$ cat src/rtl/icache_dm.sv
// Direct-mapped, read-only instruction cache with a one-word-per-miss fill FSM.
// Sits between the datapath icache port and the memory controller instruction channel.
module icache_dm #(
    parameter int SETS  = 16,
    parameter int IDX_W = $clog2(SETS),
    parameter int TAG_W = 30 - IDX_W
) (
    input  logic        CLK,
    input  logic        nRST,
    input  logic        imemREN,
    input  logic [31:0] imemaddr,
    output logic        ihit,
    output logic [31:0] imemload,
    output logic        iREN,
    output logic [31:0] iaddr,
    input  logic [31:0] iload,
    input  logic        iwait
);

    typedef enum logic {
        IDLE = 1'b0,
        MISS = 1'b1
    } state_t;

    state_t            state_q, state_d;
    logic [SETS-1:0]   valid_q, valid_d;
    logic [TAG_W-1:0]  tag_q  [SETS];
    logic [TAG_W-1:0]  tag_d  [SETS];
    logic [31:0]       data_q [SETS];
    logic [31:0]       data_d [SETS];
    logic [29:0]       miss_word_q, miss_word_d;

    logic [IDX_W-1:0]  req_idx;
    logic [TAG_W-1:0]  req_tag;
    logic [IDX_W-1:0]  fill_idx;
    logic [TAG_W-1:0]  fill_tag;
    logic              hit;
    logic              unused_byte_offset;

    assign req_idx  = imemaddr[IDX_W+1:2];
    assign req_tag  = imemaddr[31:IDX_W+2];
    // The miss register holds a word address, so the fill index/tag come from its low/high bits.
    assign fill_idx = miss_word_q[IDX_W-1:0];
    assign fill_tag = miss_word_q[29:IDX_W];
    assign hit      = imemREN & valid_q[req_idx] & (tag_q[req_idx] == req_tag);

    assign unused_byte_offset = ^imemaddr[1:0];

    always_comb begin
        state_d     = state_q;
        valid_d     = valid_q;
        tag_d       = tag_q;
        data_d      = data_q;
        miss_word_d = miss_word_q;
        ihit        = 1'b0;
        imemload    = '0;
        iREN        = 1'b0;
        iaddr       = '0;

        case (state_q)
            IDLE: begin
                ihit = hit;
                if (hit) begin
                    imemload = data_q[req_idx];
                end
                if (imemREN && !hit) begin
                    miss_word_d = imemaddr[31:2];
                    state_d     = MISS;
                end
            end
            MISS: begin
                // The fill always targets the latched address; a redirected or dropped
                // request is re-evaluated only after returning to IDLE.
                iREN  = 1'b1;
                iaddr = {miss_word_q, 2'b00};
                if (!iwait) begin
                    valid_d[fill_idx] = 1'b1;
                    tag_d[fill_idx]   = fill_tag;
                    data_d[fill_idx]  = iload;
                    state_d           = IDLE;
                end
            end
            default: begin
                state_d = IDLE;
            end
        endcase
    end

    always_ff @(posedge CLK) begin
        if (!nRST) begin
            state_q     <= IDLE;
            valid_q     <= '0;
            miss_word_q <= '0;
        end else begin
            state_q     <= state_d;
            valid_q     <= valid_d;
            miss_word_q <= miss_word_d;
        end
    end

    // Tag and data arrays need no reset: valid bits gate every hit.
    always_ff @(posedge CLK) begin
        tag_q  <= tag_d;
        data_q <= data_d;
    end

endmodule

$ cat config.mk
export PLATFORM = sky130hd
export DESIGN_NAME = icache_dm
export DESIGN_NICKNAME = d
export VERILOG_FILES = /design/src/rtl/icache_dm.sv
export SDC_FILE = /design/constraint.sdc
export NUM_CORES = 1
export LEC_CHECK = 0
export CAP_MARGIN = 10
export CORE_MARGIN = 10
export CORE_UTILIZATION = 35
export CTS_CLUSTER_DIAMETER = 200
export CTS_CLUSTER_SIZE = 40
export DETAILED_ROUTE_END_ITERATION = 16
export GPL_ROUTABILITY_DRIVEN = 0
export SETUP_SLACK_MARGIN = 0.2
export SLEW_MARGIN = 25
export SYNTH_ARGS = -nofsm -noshare
export SYNTH_HDL_FRONTEND = slang
export SYNTH_SLANG_ARGS = --single-unit
$ cat constraint.sdc
create_clock -name CLK -period 6.3 [get_ports CLK]
set_input_delay 1.26 -clock CLK [delete_from_list [all_inputs] [get_ports CLK]]
set_output_delay 1.26 -clock CLK [all_outputs]
set_load 0.1 [all_outputs]
After elaboration in Yosys (flattened, before gate mapping). Index checks and enable logic that the tools add are counted.

Output and inout port bits: 66. Logic and storage cells: 79. Register bits after elaboration: 975.

Equal/unequal tests: 1. Bitwise gates (word level): 7. $lt $le $gt $ge: 6. Reductions and logical operators: 6. Mux-type cells: 24.

Operator list (count): $bwmux 512 (1); $bwmux 416 (1); $mux 32 (6); $bmux 32 s4 (1); $demux 32 s4 (1); $bmux 26 s4 (1); $demux 26 s4 (1); $mux 26 (3); $eq 26x26->1 (1); $or 16x16->16 (1); $ge 5x5->1 const B (2); $lt 4x5->1 const B (2); $not 4->5 (2); $mux 1 (6); $lt 5x1->1 const B (1); $bmux 1 s4 (1); $demux 1 s4 (1); $ge 4x1->1 const B (1); $reduce_and 2->1 (2); $logic_and 1x1->1 (3); $and 1x1->1 (2); $not 1->1 (2); $pmux 1 s2 (1); $logic_not 1->1 (1).

Depth between registers and ports, before layout.
Depth after elaboration: 10. Mapped depth: 14. Gate-level depth less buffers: 8.

Least setup slack after synthesis. OpenSTA, ideal clock, no wires.

Path type: input to register. Start point: input port iwait. End point: register data_q[448] in the netlist's numbering (enable). Arrival time: 5.905 ns. Buffers on the path: 0. Setup slack: -0.153 ns. Stages on the path: 3. Data required time: 5.752 ns. Cell sequence: nand2b_1 -> or3b_2 -> nor3_1.

Cells in the longest elaborated chain, start to end: 2.

RTL lines: start, declared (RTL line 17) `input logic iwait`; $not 1->1 (no line); $reduce_and 2->1 (no line); end signal, assigned (RTL line 104) `data_q <= data_d;`; end, declared (RTL line 29) `logic [31:0] data_q [SETS];`.

Every way passes these cells. A chain may end at the register's enable or synchronous reset.

Final worst setup path.
Start point: input port imemaddr[3]. End point: output port imemload[8].

Cells in the longest elaborated chain, start to end: 8. Elaborated cells on any way between the ends: 14. Those cells by class: eq/ne (1); mux (10); bitwise (3).

RTL lines: start, declared (RTL line 11) `input logic [31:0] imemaddr,`; $not 4->5 (not written as such) (RTL line 45, 64); $bmux 26 s4 (RTL line 45) `assign hit = imemREN & valid_q[req_idx] & (tag_q[req_idx] == req_tag);`; $mux 26 (not written as such) (2 in a row) (RTL line 45); $eq 26x26->1 (RTL line 45); $and 1x1->1 (RTL line 45); $mux 32 (*) (RTL line 63) `if (hit) begin`; $mux 32 (*) (RTL line 60) `case (state_q)`; end, declared (RTL line 13) `output logic [31:0] imemload,`.

Every way passes the cells marked *; elsewhere a longest branch is shown, timed or not. The select of a mux whose other input is x is not followed.

==> impl_metrics.csv <==
group,metric,value,unit
power,powerDensity,248.5,mW/mm²
synth,synth.distinct_cells,71,
sta,fin_skew,32.98,ps
job,maxCapViolCount,0,
detailed_routing,viasPerCell,5.450,
synth,syn_avg_cell_area,21.40,µm²
detailed_routing,firstDrtPassIters,5,
die,rows,121,
cts,cts.sinks,975,
sta,tightestPinTransition,1055,ps
global_routing,grt_util_all_layers,0.1439,
layout,multiInputGateArea,0.009261,mm²
die,ioPinCount,134,
sta,slew_headroom,0.2967,
detailed_routing,drt-initial-drc-count,1924,
detailed_routing,final_antenna_net_count,0,
sta,worst_slack,352.8,ps
layout,area_delta_synth_final,11.77,%
sta,drv_slew,0,
layout,layout-drive-gt1-share,0.2267,
setup_path,arrival,4690,ps
sta,hold_viol,0,
placement,io_buffers,129,
setup_path,critPathMaxFanout,37,
placement,dpl_cell_area,0.04238,mm²
synth,ys_top_cells_by_count,"edfxtp_1, mux4_2, nand4_1",
synth,synth-seq-cells,975,
synth,ys_top_cells_by_area,"edfxtp_1, mux4_2, dfxtp_1",
setup_path,reg2reg_to,"miss_word_q[20]$_SDFFE_PN0P_",
sta,finalCritPeriodShare,0.9440,
sta,setup_viol,0,
synth,synth_area,0.03874,mm²
global_routing,overflow,0,
global_routing,grt_max_degree,108,
detailed_routing,wl_per_cell,27.14,µm
cts,htree_levels,1,
synth,yosysSeqAreaShare,0.7436,
die,start_util,0.3544,
die,die_area,0.1244,mm²
cts,cts_buffers,28,
setup_path,crit_start,"imemaddr[3]",
sta,fmax,0.1681,GHz
detailed_routing,totalWireLength,92.83,mm
cts,path_clk_slew,140,ps
cts,cts_tree,"done",
placement,dp_hpwl,51.90,mm
die,chipHeight,352.7,µm
synth,yosysWarnings,0,
detailed_routing,num_vias,18640,
synth,synthCells,1810,
layout,instances_no_fill,3421,
setup_path,r2r_start,"tag_q[17]$_DFFE_PP_",
setup_path,cp-end-kind,"primary output",
synth,synthArstFlopShare,0,
setup_path,worstSetupStartpointType,"primary input",
synth,synth_flop_cell,"edfxtp_1",
synth,synth_edf_count,928,
power,vdd_drop_max,0.2236,mV
setup_path,crit_path_end,"imemload[8]",
run_status,status,"finished, final reports clean",
layout,filler_cell_count,9737,
placement,dp_slack,-16.99,ps
synth,yosysMostFrequentCell,"edfxtp_1",
cts,clkLatencyLatePin,670,ps
synth,yosysTopAreaCell,"edfxtp_1",
layout,design_area,0.04330,mm²
setup_path,worstPathRequired,5040,ps
layout,antennaDiodeCount,0,
power,p_leak,0.01323,µW
detailed_routing,drc,0,
sta,rsz0062_at_grt,"no",
die,core,0.1093,mm²
die,die_x,352.7,µm
global_routing,grt_pass1_vias,19010,
layout,regArea,0.02881,mm²
placement,dpl.cell_count,3367,
synth,synth_top_area_share,0.7193,
cts,ctsHoldBuffers,0,
global_routing,antenna_found_initial,7,
cts,cts-root-buf,"clkbuf_16",
setup_path,path_class,"in -> out",
layout,nets,1991,
setup_path,reg2reg_depth,9,
cts,cts_buffer_depth,3,
setup_path,reg2reg_setup_slack,3160,ps
power,total_power,10760,µW
global_routing,grt_pass1_wl,134.9,mm
hold_path,hp-class,"reg -> reg",
sta,post-route-min-period,5947,ps
## kinds of logic after synthesis
kind of cell	count (synthesis)	synth area share
other	1	0.00009680
xor gates and xnor gates	30	0.006782
DFF	975	0.7436
AOI/OAI and AO/OA	55	0.01127
muxes	319	0.1678
buffers and inverters	130	0.02180
and+or+nand+nor	300	0.04864
## layout by cell type (no fill, tap or decap), drive strengths merged, types with 19 or more instances in the layout
cell type / n
nand4: 92
xnor2: 23
mux2i: 55
nand3: 40
edfxtp: 928
nor2: 19
clkbuf: 51
buf: 113
mux4: 262
nand4b: 33
dfxtp: 47
and2: 64
clkdlybuf4s50: 91
## report_power, final
part           switching (µW)  internal [µW]
sequential                122           7190
combinational             445            322
clock                    1810            874
total                    2370           8390
## worst min-delay path by stage
stage / end / slack, ps / cells after the start / from
6_report: valid_q[6]$_SDFFE_PN0P_ / 480 / 1 / valid_q[6]$_SDFFE_PN0P_
5_1_grt: valid_q[13]$_SDFFE_PN0P_ / 500 / 1 / valid_q[13]$_SDFFE_PN0P_
4_1_cts: valid_q[2]$_SDFFE_PN0P_ / 480 / 1 / valid_q[2]$_SDFFE_PN0P_
3_5_place_dp: valid_q[2]$_SDFFE_PN0P_ / 450 / 1 / valid_q[2]$_SDFFE_PN0P_
3_3_place_gp: valid_q[14]$_SDFFE_PN0P_ / 440 / 1 / valid_q[14]$_SDFFE_PN0P_
2_1_floorplan: valid_q[1]$_SDFFE_PN0P_ / 430 / 1 / valid_q[1]$_SDFFE_PN0P_
## worst max-delay path, cell delays in order
cell,delay [ps]
buf_6,210
buf_16,260
mux4_2,530
mux2i_1,190
xnor2_1,80
o21ai_0,310
nand4_1,300
or3_1,490
nor3_4,230
buf_12,200
buf_4,200
and2_1,190
buf_12,180
## repair_timing
action                                  CTS  global route
gates cloned                              0             1
gates resized for setup                   4             7
pin swaps                                 1             1
endpoints found under the setup margin   32            28
setup buffers                             1             0
## final cells by class
cell class | instances | area share
clock buffers | 50 | 0.01809
clock inverters | 2 | 0.001069
inverters | 7 | 0.0006646
multi-input cells | 706 | 0.2139
flip-flops and latches | 975 | 0.6653
well taps | 1476 | 0.04265
repair buffers | 205 | 0.05834
## registers in the layout, indices dropped and copies added, names as in the netlist
| signal | flops |
|---|---|
| data_q | 512 |
| tag_q | 416 |
| miss_word_q | 30 |
| valid_q | 16 |
| state_q | 1 |
## metal layers
metal	global-route usage	part of all wire	vias up
met5	0	0.00080	-
li1	-	-	7793
met1	0.2122	0.44	10140
met2	0.2281	0.47	635
met3	0.02345	0.070	71
met4	0.01922	0.013	10
## metrics by stage
step | setup TNS (ps) | utilization | hold slack (ps)
2_1_floorplan | 0 | - | 432.4
3_3_place_gp | 0 | 0.3871 | 441.4
3_5_place_dp | -83.61 | 0.3877 | 449.9
4_1_cts | 0 | 0.3956 | 482.1
5_1_grt | 0 | 0.3961 | 501.3
6_report | 0 | 0.3961 | 481.3
Note: power is estimated with default switching activity, not from simulation.
